## src/rtl/mode_counter_pkg.sv

```systemverilog
// Shared constants for mode_counter: counting-mode codes and the
// one-shot state encoding.
package mode_counter_pkg;

  // Counting modes selected by mode_i
  localparam logic [1:0] MODE_UP      = 2'b00;
  localparam logic [1:0] MODE_DOWN    = 2'b01;
  localparam logic [1:0] MODE_BOUNCE  = 2'b10;
  localparam logic [1:0] MODE_ONESHOT = 2'b11;

  // One-shot sequencer states
  typedef enum logic [1:0] {
    OS_IDLE = 2'b00,
    OS_RUN  = 2'b01,
    OS_DONE = 2'b10
  } os_state_t;

endpackage

```

## src/rtl/step_prescaler.sv

```systemverilog
// Clock prescaler: emits a one-cycle step strobe every div_i+1 enabled
// cycles. en_i low freezes the phase; clr_i restarts it from zero.
module step_prescaler
  import mode_counter_pkg::*;
#(
  parameter int PRESCALE_W = 4
) (
  input  logic                  clk_i,
  input  logic                  rst_i,
  input  logic                  en_i,
  input  logic                  clr_i,
  input  logic [PRESCALE_W-1:0] div_i,
  output logic                  step_o
);

  logic [PRESCALE_W-1:0] cnt_reg;

  // Strobe on the enabled cycle whose phase matches the divide field.
  // If div_i is lowered below the current phase, the count runs on and
  // wraps through zero before matching again.
  assign step_o = en_i && (cnt_reg == div_i);

  // Phase counter: clear on load, return to 0 on a step, else advance.
  always_ff @(posedge clk_i or posedge rst_i) begin
    if (rst_i) begin
      cnt_reg <= '0;
    end else if (clr_i) begin
      cnt_reg <= '0;
    end else if (step_o) begin
      cnt_reg <= '0;
    end else if (en_i) begin
      cnt_reg <= cnt_reg + 1'b1;
    end
  end

endmodule

```

## src/rtl/mode_counter.sv

```systemverilog
// Programmable-width counter with inclusive upper bound, prescaler,
// synchronous load and four modes: up-wrap, down-wrap, bounce, one-shot.
// Every output comes straight from a register.
module mode_counter
  import mode_counter_pkg::*;
#(
  parameter int WIDTH      = 8,
  parameter int PRESCALE_W = 4
) (
  input  logic                  clk_i,
  input  logic                  rst_i,
  input  logic                  en_i,
  input  logic [1:0]            mode_i,
  input  logic [WIDTH-1:0]      top_i,
  input  logic [PRESCALE_W-1:0] prescale_i,
  input  logic                  load_i,
  input  logic [WIDTH-1:0]      load_val_i,
  input  logic                  start_i,
  output logic [WIDTH-1:0]      counter_val_o,
  output logic                  tc_o,
  output logic                  dir_o,
  output logic                  busy_o
);

  logic [WIDTH-1:0] val_reg;
  logic             tc_reg;
  logic             dir_reg;
  logic             busy_reg;
  os_state_t        state_reg;

  logic             step;
  logic [WIDTH-1:0] val_inc;
  logic [WIDTH-1:0] val_dec;
  logic             at_top;
  logic             inc_at_top;

  // A load restarts the prescaler phase so the next step is a full
  // period away.
  step_prescaler #(
    .PRESCALE_W(PRESCALE_W)
  ) u_prescaler (
    .clk_i  (clk_i),
    .rst_i  (rst_i),
    .en_i   (en_i),
    .clr_i  (load_i),
    .div_i  (prescale_i),
    .step_o (step)
  );

  assign val_inc    = val_reg + WIDTH'(1);
  assign val_dec    = val_reg - WIDTH'(1);
  assign at_top     = (val_reg >= top_i);
  assign inc_at_top = (val_inc >= top_i);

  // Counter, direction, terminal-count pulse and one-shot sequencer.
  // Priority: load, then one-shot start, then a prescaled step, else hold.
  always_ff @(posedge clk_i or posedge rst_i) begin
    if (rst_i) begin
      val_reg   <= '0;
      tc_reg    <= 1'b0;
      dir_reg   <= 1'b0;
      busy_reg  <= 1'b0;
      state_reg <= OS_IDLE;
    end else begin
      tc_reg <= 1'b0;
      if (load_i) begin
        val_reg <= load_val_i;
      end else if ((mode_i == MODE_ONESHOT) && start_i && (state_reg != OS_RUN)) begin
        val_reg   <= '0;
        state_reg <= OS_RUN;
        busy_reg  <= 1'b1;
      end else if (step) begin
        // Any step outside one-shot mode abandons the one-shot sequence.
        if (mode_i != MODE_ONESHOT) begin
          state_reg <= OS_IDLE;
          busy_reg  <= 1'b0;
        end
        case (mode_i)
          MODE_UP: begin
            dir_reg <= 1'b0;
            if (at_top) begin
              val_reg <= '0;
              tc_reg  <= 1'b1;
            end else begin
              val_reg <= val_inc;
            end
          end
          MODE_DOWN: begin
            dir_reg <= 1'b1;
            if (val_reg == '0) begin
              val_reg <= top_i;
              tc_reg  <= 1'b1;
            end else begin
              val_reg <= val_dec;
            end
          end
          MODE_BOUNCE: begin
            // Direction is inherited from whatever mode ran before.
            if (top_i == '0) begin
              val_reg <= '0;
              tc_reg  <= 1'b1;
            end else if (!dir_reg) begin
              if (at_top) begin
                dir_reg <= 1'b1;
                val_reg <= val_dec;
                tc_reg  <= 1'b1;
              end else begin
                val_reg <= val_inc;
              end
            end else begin
              if (val_reg == '0) begin
                dir_reg <= 1'b0;
                val_reg <= val_inc;
                tc_reg  <= 1'b1;
              end else begin
                val_reg <= val_dec;
              end
            end
          end
          default: begin
            // One-shot: only RUN advances; IDLE and DONE hold the value.
            dir_reg <= 1'b0;
            if (state_reg == OS_RUN) begin
              if (at_top) begin
                state_reg <= OS_DONE;
                busy_reg  <= 1'b0;
                tc_reg    <= 1'b1;
              end else begin
                val_reg <= val_inc;
                if (inc_at_top) begin
                  state_reg <= OS_DONE;
                  busy_reg  <= 1'b0;
                  tc_reg    <= 1'b1;
                end
              end
            end
          end
        endcase
      end
    end
  end

  assign counter_val_o = val_reg;
  assign tc_o          = tc_reg;
  assign dir_o         = dir_reg;
  assign busy_o        = busy_reg;

endmodule

```

## config.mk

```make
export PLATFORM = sky130hd
export DESIGN_NAME = mode_counter
export DESIGN_NICKNAME = d
export VERILOG_FILES = /design/src/rtl/mode_counter_pkg.sv /design/src/rtl/step_prescaler.sv /design/src/rtl/mode_counter.sv
export SDC_FILE = /design/constraint.sdc
export NUM_CORES = 1
export LEC_CHECK = 0
export BUFFER_PORTS_ARGS = -buffer_cell sky130_fd_sc_hd__buf_2
export CORE_MARGIN = 2
export CORE_UTILIZATION = 52
export CTS_CLUSTER_DIAMETER = 30
export DETAILED_ROUTE_END_ITERATION = 16
export MAX_ROUTING_LAYER = met4
export PLACE_DENSITY_LB_ADDON = 0.08
export SLEW_MARGIN = 20
export SYNTH_ARGS = -nofsm -noshare
export SYNTH_HDL_FRONTEND = slang
export SYNTH_HIERARCHICAL = 1
export SYNTH_SLANG_ARGS = --single-unit
```

## constraint.sdc

```tcl
create_clock -name clk_i -period 2.4 [get_ports clk_i]
set_input_delay 0.12 -clock clk_i [delete_from_list [all_inputs] [get_ports clk_i]]
set_output_delay 0.12 -clock clk_i [all_outputs]
set_load 0.1 [all_outputs]
```

==> metrics, run 1 <==
run status=complete, but fails checks; failing checks=setup timing; Async S/R FF share, synth=100%; detailed-placement wirelength estimate=5470 um; sequential fraction of design power=a little under a quarter; Max Root-Sink Buffers=2; detailed router's first-iteration violation count=176; sort of element at the start of the critical path=register; remaining global-route overflow=0; proportion of layout cells with a drive suffix above 1=39.4%; sequential element share of the synthesized area=19.5%; largest cells by area after synthesis=dfrtp_1 19%, ha_1 14%, inv_1 4.1%, nand2_1 4.0%, o21ai_0 3.9%; number of storage elements in the synthesis netlist=17; ranking of synthesized cells by instance count=25 x ha_1, 24 x inv_1, 23 x nand2_1; Residual DRC=0; number of instances on the worst hold path=3; mean instance size in the synthesized netlist=8.06 um2; Std-Cell Rows=23; drt pass-1 iters=5; Setup WS post-layout=-173 ps; endpoint of the worst register-to-register path=state_reg[1]$_DFFE_PP0P_; Slew headroom=38.7%; routed vias=2451; Total Power Consumption=1720 uW; most instantiated flip-flop cell in the synthesis netlist=dfrtp_1; power density relative to cell area=roughly 570 mW/mm2; DIE WIDTH=68.8 um; setup slack on the worst flop-to-flop path=-170 ps; unique cell type count in the Yosys netlist=65; number of pins exceeding their max-slew limit in the final report=0; vias in the first global route=roughly 2300; non-filler cells, final=between 400 and 500; Vert. Die Dim=around 69 um; startpoint of the tightest hold check path=load_val_i[3]; vias per std cell=6.05; worst min path class=input port to register; clock power share=12.9%; Antenna Cells=0; number of placed cells counting well taps=slightly below 400; WL final=7240 um; total nets after synthesis=323; clock sink count=17; maximum fanout along the worst path=3; cell count after synthesis=271; pin count of the biggest net entering global routing=18; end point of the worst hold path=counter_val_o[3]$_DFFE_PP0P_; GPL Wtd Cong=roughly 0.95; Worst Clk Skew=5.03 ps; RSZ-0062 raised after global routing=true; Final Hold Fails=0; Root Driver=clkbuf_8; library cell with the highest instance count after synthesis=ha_1; ANT nets after route=0; post-route clock period utilization=107%; cell type contributing the most total cell area after synthesis=dfrtp_1; achievable frequency=slightly below 400 MHz; Largest register FFs=8; net switching power of the design=832 uW; Die Area=0.00474 mm2; Setup-failing EPs final=12; Routed WL per cell=about 18 um; final-layout worst hold slack=86.4 ps; cell area after technology mapping=around 0.0022 mm2; Lkg Pwr=0.00142 uW; class of the most critical setup path=register to register; number of cells on the worst reg-to-reg path=11; number of nets at the end of the flow=408; area of the placeable core=0.00403 mm2; overall global routing resource usage=32.9%; antenna violations before repair=0; post-synth top area share=19.5%; design internal power=889 uW; combinational share of power=64.3%; fillers=316; crit path DAT=around 2700 ps; clock-pin transition on the worst setup and hold timing paths=approximately 70 ps; starting density of the core=~54%; worst path required time=2550 ps; shortest clock period the worst path allows after layout=2570 ps; origin of the critical flop-to-flop path=counter_val_o[2]$_DFFE_PP0P_; switching power share of the total=48.3%; synthesis-to-layout area growth=38.5%; number of clock buffers inserted by TritonCTS=3; TritonCTS clock tree=built; Maximum Capacitance Violations=0; Post-synth EDFFs=0; worst IR drop on VDD=493 uV; post-place setup slack=-181 ps; number of H-tree levels=1; first-pass GRT wire length=11100 um; Clk Latency, worst-skew pair=~260 ps; Worst-Margin Slew=913 ps; number of top-level design ports=38; Synthesis Warnings=6; kind of end point of the critical path=register; quantity of I/O buffers inserted on ports=37
-- layout by cell type (no fill, tap or decap), types with 3 or more instances in the layout --
cell type / netlist / routed
a211o_1: 4 / 4
a21o_1: 3 / 3
a21oi_1: 16 / 15
a221oi_2: 1 / 3
a31oi_1: 5 / 3
a31oi_4: 0 / 3
a32oi_1: 4 / 4
and3_1: 4 / 3
buf_2: 4 / 37
buf_4: 0 / 48
clkbuf_8: 0 / 3
dfrtp_1: 17 / 9
dfrtp_4: 0 / 6
ha_1: 25 / 22
ha_4: 0 / 3
inv_1: 24 / 22
mux2_4: 0 / 3
nand2_1: 23 / 23
nand2b_1: 5 / 4
nand3_1: 9 / 8
nor2_1: 17 / 17
nor2b_1: 4 / 4
nor3_1: 5 / 5
o211a_1: 3 / 3
o211ai_1: 4 / 4
o21a_1: 3 / 3
o21ai_0: 17 / 17
o21ai_1: 4 / 4
xnor2_1: 6 / 6
xor2_1: 7 / 5
-- metal layers --
metal / track usage [%] / wire (um) / share of wire [%]
met1: 43.2 / 3140 / 43
met4: 12.0 / 169 / 2.3
met3: 3.25 / 447 / 6.2
met5: - / 0 / 0
met2: 52.9 / 3490 / 48
-- how the worst max path moves through the flow --
stage / cells after the start / slack, ps / to / start
after floorplan: 12 / -290 / state_reg[1]$_DFFE_PP0P_ / counter_val_o[2]$_DFFE_PP0P_
after global placement: 12 / -190 / tc_o$_DFF_PP0_ / counter_val_o[2]$_DFFE_PP0P_
after detailed placement: 11 / -180 / tc_o$_DFF_PP0_ / counter_val_o[0]$_DFFE_PP0P_
after CTS: 12 / -110 / busy_o$_DFFE_PP0P_ / counter_val_o[2]$_DFFE_PP0P_
after global routing: 12 / -260 / state_reg[0]$_DFFE_PP0P_ / counter_val_o[2]$_DFFE_PP0P_
final: 11 / -170 / state_reg[1]$_DFFE_PP0P_ / counter_val_o[2]$_DFFE_PP0P_
-- final cells by class --
class                   instances  area (um2)  area share [%]
well taps                      50        62.6            2.07
multi-input cells             222        1800            59.4
inverters                      24        92.6            3.06
clock buffers                   4        45.0            1.49
flip-flops and latches         17         450            14.9
repair buffers                 88         578            19.1
-- stage by stage --
stage | util (%) | TNS (ps) | area (um2)
after floorplan | - | -2080 | 2330
after global placement | 69.3 | -1180 | 2790
after detailed placement | 69.3 | -1420 | 2790
after CTS | 73.6 | -878 | 2960
after global routing | 75.1 | -2390 | 3030
final | 75.1 | -1400 | 3030
-- power by group through the flow --
stage | Clock (uW) | Sequential [uW] | Combinational, uW
6_report | 223 | 392 | 1110
5_1_grt | 236 | 397 | 1180
4_1_cts | 225 | 388 | 1050
3_5_place_dp | 0 | 394 | 999
3_3_place_gp | 0 | 394 | 992
2_1_floorplan | 0 | 596 | 498
-- kinds of logic after synthesis --
| family | share of synthesized area [%] |
|---|---|
| adders and majority gates | 14.3 |
| and+or+nand+nor | 21.4 |
| xor gates and xnor gates | 5.21 |
| buffers and inverters | 6.13 |
| DFF | 19.5 |
| AOI/OAI and AO/OA | 31.4 |
| muxes | 2.06 |
-- worst max-delay path, cell delays in order, from the launching register on --
cell and delay (ps):
dfrtp_4 490, and3_4 210, nand3_4 80, xor2_2 210, inv_2 70, ha_4 230
a211oi_4 250, nand2_1 70, o211ai_1 120, a31oi_1 100, o311a_2 430, a21bo_2 220
-- repair_timing --
| item | CTS | global route |
|---|---|---|
| hold buffers | 1 | 0 |
| buffers inserted | 12 | 2 |
| pin swaps | 9 | 4 |
| gates cloned | 0 | 0 |
| endpoints found under the setup margin | 12 | 12 |
| gates resized for setup | 5 | 7 |
| hold endpoints to repair | 17 | 0 |
Note: power is estimated with default switching activity, not from simulation.
==> run 2, diff against run 1 <==
--- a/config.mk
+++ b/config.mk
@@ -5,7 +5,7 @@
 export SDC_FILE = /design/constraint.sdc
 export NUM_CORES = 1
 export LEC_CHECK = 0
-export BUFFER_PORTS_ARGS = -buffer_cell sky130_fd_sc_hd__buf_2
+export BUFFER_PORTS_ARGS = -buffer_cell sky130_fd_sc_hd__clkbuf_2
 export CORE_MARGIN = 2
 export CORE_UTILIZATION = 52
 export CTS_CLUSTER_DIAMETER = 30
==> metrics, run 2 (synthesis gave the netlist of run 1 again) <==
run status=complete, but fails checks (unchanged); failing checks=setup timing (unchanged); clock sink count=17 (unchanged); achievable frequency=395 MHz (was 389 MHz); first-pass GRT wire length=10800 um (was 11100 um); number of pins exceeding their max-slew limit in the final report=0 (unchanged); Largest register FFs=8 (unchanged); Worst-Margin Slew=751 ps (was 913 ps); worst IR drop on VDD=482 uV (was 493 uV); drt pass-1 iters=5 (unchanged); maximum fanout along the worst path=5 (was 3); clock-pin transition on the worst setup and hold timing paths=70 ps (about the same); Worst Clk Skew=1.13 ps (was 5.03 ps); cell-by-cell trace of the critical path=inv_4 > ha_4 > nand2b_4 > a211o_1 > buf_6 > a211oi_4 > or2_4 > nand2_2 > a311o_1 > a21o_1 (was and3_4 > nand3_4 > xor2_2 > inv_2 > ha_4 > a211oi_4 > nand2_1 > o211ai_1 > a31oi_1 > o311a_2 > a21bo_2); DIE WIDTH=68.8 um (unchanged); pin count of the biggest net entering global routing=18 (unchanged); antenna violations before repair=0 (unchanged); worst setup path startpoint=counter_val_o[0]$_DFFE_PP0P_ (was counter_val_o[2]$_DFFE_PP0P_); Worst setup endpoint=counter_val_o[5]$_DFFE_PP0P_ (was state_reg[1]$_DFFE_PP0P_); Root Driver=clkbuf_8 (unchanged); origin of the critical flop-to-flop path=counter_val_o[0]$_DFFE_PP0P_ (was counter_val_o[2]$_DFFE_PP0P_); synthesis-to-layout area growth=34.8% (was 38.5%); Die Area=0.00474 mm2 (unchanged); startpoint of the tightest hold check path=load_val_i[3] (unchanged); wire length on met1=3040 um (was 3140 um); ANT nets after route=0 (unchanged); Antenna Cells=0 (unchanged); peak per-stage delay on the critical path=510 ps (was 490 ps); RSZ-0062 raised after global routing=true (unchanged); Vert. Die Dim=68.8 um (unchanged); slowest stage cell on the critical path=dfrtp_4 (unchanged); most common cell after layout, fill and taps aside=buf_4 (unchanged); number of cells on the worst reg-to-reg path=10 (was 11); Setup WS post-layout=-131 ps (was -173 ps); Routed WL per cell=17.3 um (was 17.9 um); kind of end point of the critical path=register (unchanged); shortest clock period the worst path allows after layout=2530 ps (was 2570 ps); quantity of I/O buffers inserted on ports=37 (unchanged); number of top-level design ports=38 (unchanged); Std-Cell Rows=23 (unchanged); Multi-input gate area=0.00179 mm2 (was 0.00180 mm2); GPL Wtd Cong=0.937 (was 0.947); overall global routing resource usage=31.8% (was 32.9%); detailed-placement wirelength estimate=5460 um (was 5470 um); Maximum Capacitance Violations=0 (unchanged); wire length on met3=389 um (was 447 um); vias in the first global route=2290 (was 2319); Clk Latency, worst-skew pair=260 ps (about the same); number of clock buffers inserted by TritonCTS=3 (unchanged); TritonCTS clock tree=built (unchanged); Sequential cell area=450 um2 (unchanged); commonest non-fill, non-tap cells in the layout=40 x buf_4, 37 x clkbuf_2, 22 x inv_1, 22 x nand2_1, 22 x ha_1 (was 48 x buf_4, 37 x buf_2, 23 x nand2_1); post-route clock period utilization=105% (was 107%); post-place setup slack=-174 ps (was -181 ps); routed vias=2435 (was 2451); fillers=332 (was 316); proportion of layout cells with a drive suffix above 1=38.2% (was 39.4%); Setup-failing EPs final=12 (unchanged); worst min path class=input port to register (unchanged); remaining global-route overflow=0 (unchanged); detailed router's first-iteration violation count=200 (was 176); post-route setup TNS=-1130 ps (was -1400 ps); Slew headroom=49.5% (was 38.7%); WL final=6840 um (was 7240 um); endpoint of the worst register-to-register path=counter_val_o[5]$_DFFE_PP0P_ (was state_reg[1]$_DFFE_PP0P_); sort of element at the start of the critical path=register (unchanged); uppermost metal layer occupied by signal nets=met4 (unchanged); crit path DAT=2680 ps (was 2720 ps); sum of met2 wire segment lengths after detailed routing=3240 um (was 3490 um); Final Hold Fails=0 (unchanged); starting density of the core=54.2% (unchanged); vias per std cell=6.15 (was 6.05); Max Root-Sink Buffers=2 (unchanged); setup slack on the worst flop-to-flop path=-130 ps (was -170 ps); power density relative to cell area=570 mW/mm2 (was 569 mW/mm2); area of the placeable core=0.00403 mm2 (unchanged); worst path required time=2550 ps (about the same); Lkg Pwr=0.00138 uW (was 0.00142 uW); Total Power Consumption=1680 uW (was 1720 uW); Residual DRC=0 (unchanged); class of the most critical setup path=register to register (unchanged); number of H-tree levels=1 (unchanged); number of nets at the end of the flow=399 (was 408)
-- run 2: metrics by stage --
step           instances  utilization (%)  hold WS (ps)  area [um2]
3_5_place_dp         384             69.0          9.56        2780
2_1_floorplan        271                -          -114        2330
3_3_place_gp         384             69.0          1.67        2780
4_1_cts              394             71.8          75.7        2890
6_report             396             73.1          77.7        2950
5_1_grt              396             73.1          70.2        2950
-- run 2: power by group --
part	leakage, uW	internal [uW]	switching, uW	total [uW]
registers	0.000205	334	55.7	390
clock network	0.0000228	118	104	222
logic	0.00116	409	659	1070
total	0.00138	861	819	1680
-- run 2: area by class of cell --
type	instances	area share (%)
tap	50	2.12
inverter	24	3.14
timing repair buffer	79	17.2
clock buffer	4	1.53
multi-input combinational	222	60.7
sequential	17	15.3
-- run 2: timing repair --
item                                    CTS  global route
hold buffers                              1             0
gates cloned                              0             0
buffers inserted                          5             2
pin swaps                                10            11
endpoints found under the hold margin    17             0
endpoints found under the setup margin   12            12
gates resized for setup                   6             6
-- run 2: worst min path at each step --
stage | endpoint | slack (ps) | cells past startpoint
after floorplan | u_prescaler/cnt_reg[0]$_DFFE_PP0P_ | -110 | 1
after global placement | u_prescaler/cnt_reg[2]$_DFFE_PP0P_ | 2 | 2
after detailed placement | u_prescaler/cnt_reg[2]$_DFFE_PP0P_ | 10 | 2
after CTS | counter_val_o[3]$_DFFE_PP0P_ | 80 | 3
after global routing | counter_val_o[3]$_DFFE_PP0P_ | 70 | 3
final | counter_val_o[3]$_DFFE_PP0P_ | 80 | 3
-- run 2: routing by layer --
| layer | up-vias | GRT usage (%) |
|---|---|---|
| met2 | 104 | 52.4 |
| met4 | 0 | 11.5 |
| li1 | 1156 | - |
| met1 | 1155 | 40.8 |
| met5 | - | - |
| met3 | 20 | 2.76 |
-- run 2: worst max-delay path: cells and delay by family, from the launching register on --
family,cells,cell delay [ps]
compound gates,4,1090
buf+inv,2,210
fa+ha+maj,1,190
simple gates,3,420
flops,1,510
==> run 3, diff against run 2 <==
--- a/config.mk
+++ b/config.mk
@@ -7,11 +7,12 @@
 export LEC_CHECK = 0
 export BUFFER_PORTS_ARGS = -buffer_cell sky130_fd_sc_hd__clkbuf_2
 export CORE_MARGIN = 2
-export CORE_UTILIZATION = 52
+export CORE_UTILIZATION = 57
 export CTS_CLUSTER_DIAMETER = 30
 export DETAILED_ROUTE_END_ITERATION = 16
 export MAX_ROUTING_LAYER = met4
 export PLACE_DENSITY_LB_ADDON = 0.08
+export SKIP_CTS_REPAIR_TIMING = 1
 export SLEW_MARGIN = 20
 export SYNTH_ARGS = -nofsm -noshare
 export SYNTH_HDL_FRONTEND = slang
==> constraint.sdc (replaced) <==
create_clock -name clk_i -period 2.6 [get_ports clk_i]
set_input_delay 0.13 -clock clk_i [delete_from_list [all_inputs] [get_ports clk_i]]
set_output_delay 0.13 -clock clk_i [all_outputs]
set_load 0.1 [all_outputs]
==> metrics, run 3 (synthesis gave the netlist of run 1 again) <==
endpoint of the worst register-to-register path=counter_val_o[6]$_DFFE_PP0P_ (was counter_val_o[5]$_DFFE_PP0P_); post-detailed-placement cell area=0.00264 mm2 (was 0.00278 mm2); end point of the worst hold path=counter_val_o[3]$_DFFE_PP0P_ (unchanged); shortest clock period the worst path allows after layout=2590 ps (was 2530 ps); kind of end point of the critical path=register (unchanged); Maximum Capacitance Violations=0 (unchanged); number of pins exceeding their max-slew limit in the final report=0 (unchanged); proportion of layout cells with a drive suffix above 1=33.8% (was 38.2%); Final Hold Fails=0 (unchanged); Largest register FFs=8 (unchanged); number of nets at the end of the flow=381 (was 399); Die Area=0.00434 mm2 (was 0.00474 mm2); antenna violations before repair=0 (unchanged); GPL Wtd Cong=0.991 (was 0.937); worst path required time=2730 ps (was 2550 ps); first-pass GRT wire length=10700 um (was 10800 um); post-route clock period utilization=99.6% (was 105%); power density relative to cell area=533 mW/mm2 (was 570 mW/mm2); remaining global-route overflow=0 (unchanged); Antenna Cells=0 (unchanged); Residual DRC=0 (unchanged); Multi-input gate area=0.00174 mm2 (was 0.00179 mm2); origin of the critical flop-to-flop path=counter_val_o[0]$_DFFE_PP0P_ (unchanged); number of placed cells counting well taps=368 (was 384); Lkg Pwr=0.00128 uW (was 0.00138 uW); run status=finished, final reports clean (was complete, but fails checks); clock sink count=17 (unchanged); Sequential cell area=448 um2 (was 450 um2); Setup WS post-layout=11.5 ps (was -131 ps); overall global routing resource usage=33.1% (was 31.8%); Root Driver=clkbuf_8 (unchanged); setup slack on the worst flop-to-flop path=10 ps (was -130 ps); commonest non-fill, non-tap cells in the layout=37 x clkbuf_2, 22 x inv_1, 22 x nand2_1, 22 x ha_1, 22 x buf_4 (was 40 x buf_4, 37 x clkbuf_2, 22 x inv_1, 22 x nand2_1, 22 x ha_1); number of clock buffers inserted by TritonCTS=3 (unchanged); worst min path class=input port to register (unchanged); pin count of the biggest net entering global routing=18 (unchanged); Worst Clk Skew=4.39 ps (was 1.13 ps); Std-Cell Rows=22 (was 23); Worst-Margin Slew=704 ps (was 751 ps); RSZ-0062 raised after global routing=true (unchanged); synthesis-to-layout area growth=26.9% (was 34.8%); Slew headroom=52.7% (was 49.5%); DIE WIDTH=65.9 um (was 68.8 um); number of instances on the worst hold path=3 (unchanged); number of top-level design ports=38 (unchanged); crit path DAT=2720 ps (was 2680 ps); Total Power Consumption=1480 uW (was 1680 uW); Vert. Die Dim=65.9 um (was 68.8 um); Setup-failing EPs final=0 (was 12); sort of element at the start of the critical path=register (unchanged); TritonCTS clock tree=built (unchanged); cell-by-cell trace of the critical path=inv_4 > ha_4 > nand2b_1 > a211o_1 > a211oi_4 > or2_2 > a31oi_1 > a32oi_1 > o21ai_1 (was inv_4 > ha_4 > nand2b_4 > a211o_1 > buf_6 > a211oi_4 > or2_4 > nand2_2 > a311o_1 > a21o_1); most common cell after layout, fill and taps aside=clkbuf_2 (was buf_4); routed vias=2363 (was 2435); starting density of the core=59.7% (was 54.2%); class of the most critical setup path=register to register (unchanged); drt pass-1 iters=5 (unchanged); ANT nets after route=0 (unchanged); post-route setup TNS=0 ps (was -1130 ps); clock-pin transition on the worst setup and hold timing paths=70 ps (about the same); number of cells on the worst reg-to-reg path=9 (was 10); worst IR drop on VDD=450 uV (was 482 uV); number of H-tree levels=1 (unchanged); Max Root-Sink Buffers=2 (unchanged); Worst Path Buf+Inv=1 (was 2); vias per std cell=6.28 (was 6.15); finished layout cell area=0.00277 mm2 (was 0.00295 mm2); post-place setup slack=-19.0 ps (was -174 ps); maximum fanout along the worst path=5 (unchanged); slowest stage cell on the critical path=dfrtp_4 (unchanged); Clk Latency, worst-skew pair=260 ps (about the same); fillers=311 (was 332); WL final=6570 um (was 6840 um); detailed router's first-iteration violation count=178 (was 200); Routed WL per cell=17.5 um (was 17.3 um); detailed-placement wirelength estimate=5120 um (was 5460 um); peak per-stage delay on the critical path=500 ps (was 510 ps); area of the placeable core=0.00366 mm2 (was 0.00403 mm2); quantity of I/O buffers inserted on ports=37 (unchanged); Crit path max-delay family=compound AO/OA/AOI/OAI gates (unchanged); startpoint of the tightest hold check path=load_val_i[3] (unchanged); vias in the first global route=2271 (was 2290); non-filler cells, final=376 (was 396); achievable frequency=386 MHz (was 395 MHz)
## run 3: cell type report
| type | instances | area share (%) |
|---|---|---|
| inverters | 24 | 3.34 |
| multi-input cells | 222 | 62.9 |
| well taps | 48 | 2.17 |
| clock inverters | 1 | 0.181 |
| repair buffers | 61 | 13.7 |
| flip-flops and latches | 17 | 16.2 |
| clock buffers | 3 | 1.49 |
## run 3: worst max path at each step
| stage | start | endpoint | slack, ps | depth (start not counted) |
|---|---|---|---|---|
| floorplan | counter_val_o[2]$_DFFE_PP0P_ | state_reg[1]$_DFFE_PP0P_ | -90 | 12 |
| global placement | counter_val_o[0]$_DFFE_PP0P_ | counter_val_o[1]$_DFFE_PP0P_ | 60 | 9 |
| detailed placement | counter_val_o[0]$_DFFE_PP0P_ | counter_val_o[1]$_DFFE_PP0P_ | -20 | 9 |
| CTS | counter_val_o[0]$_DFFE_PP0P_ | counter_val_o[1]$_DFFE_PP0P_ | -20 | 9 |
| global route | counter_val_o[0]$_DFFE_PP0P_ | counter_val_o[7]$_DFFE_PP0P_ | -60 | 9 |
| finish | counter_val_o[0]$_DFFE_PP0P_ | counter_val_o[6]$_DFFE_PP0P_ | 10 | 9 |
## run 3: metal layers
metal | global-route usage (%) | up-vias | part of all wire [%]
li1 | - | 1118 | -
met1 | 42.5 | 1101 | 41
met2 | 52.1 | 120 | 46
met3 | 5.11 | 24 | 9.3
met4 | 13.8 | 0 | 3.9
met5 | - | - | 0
## run 3: metrics by stage
step | util (%) | hold slack (ps)
5_1_grt | 75.7 | 90.2
4_1_cts | 73.2 | -267
2_1_floorplan | - | -104
3_3_place_gp | 72.0 | 9.87
6_report | 75.7 | 85.1
3_5_place_dp | 72.0 | 12.2
## run 3: where the power goes
part / switching, uW / internal [uW] / leakage (uW)
logic: 578 / 330 / 0.00105
clock network: 98.7 / 107 / 0.0000255
registers: 57.5 / 308 / 0.000205
total: 734 / 744 / 0.00128
## run 3: worst min-delay path, delay by kind of cell
family,cells,cell delay [ps]
simple gates,1,60
buf+inv,1,80
compound gates,1,50
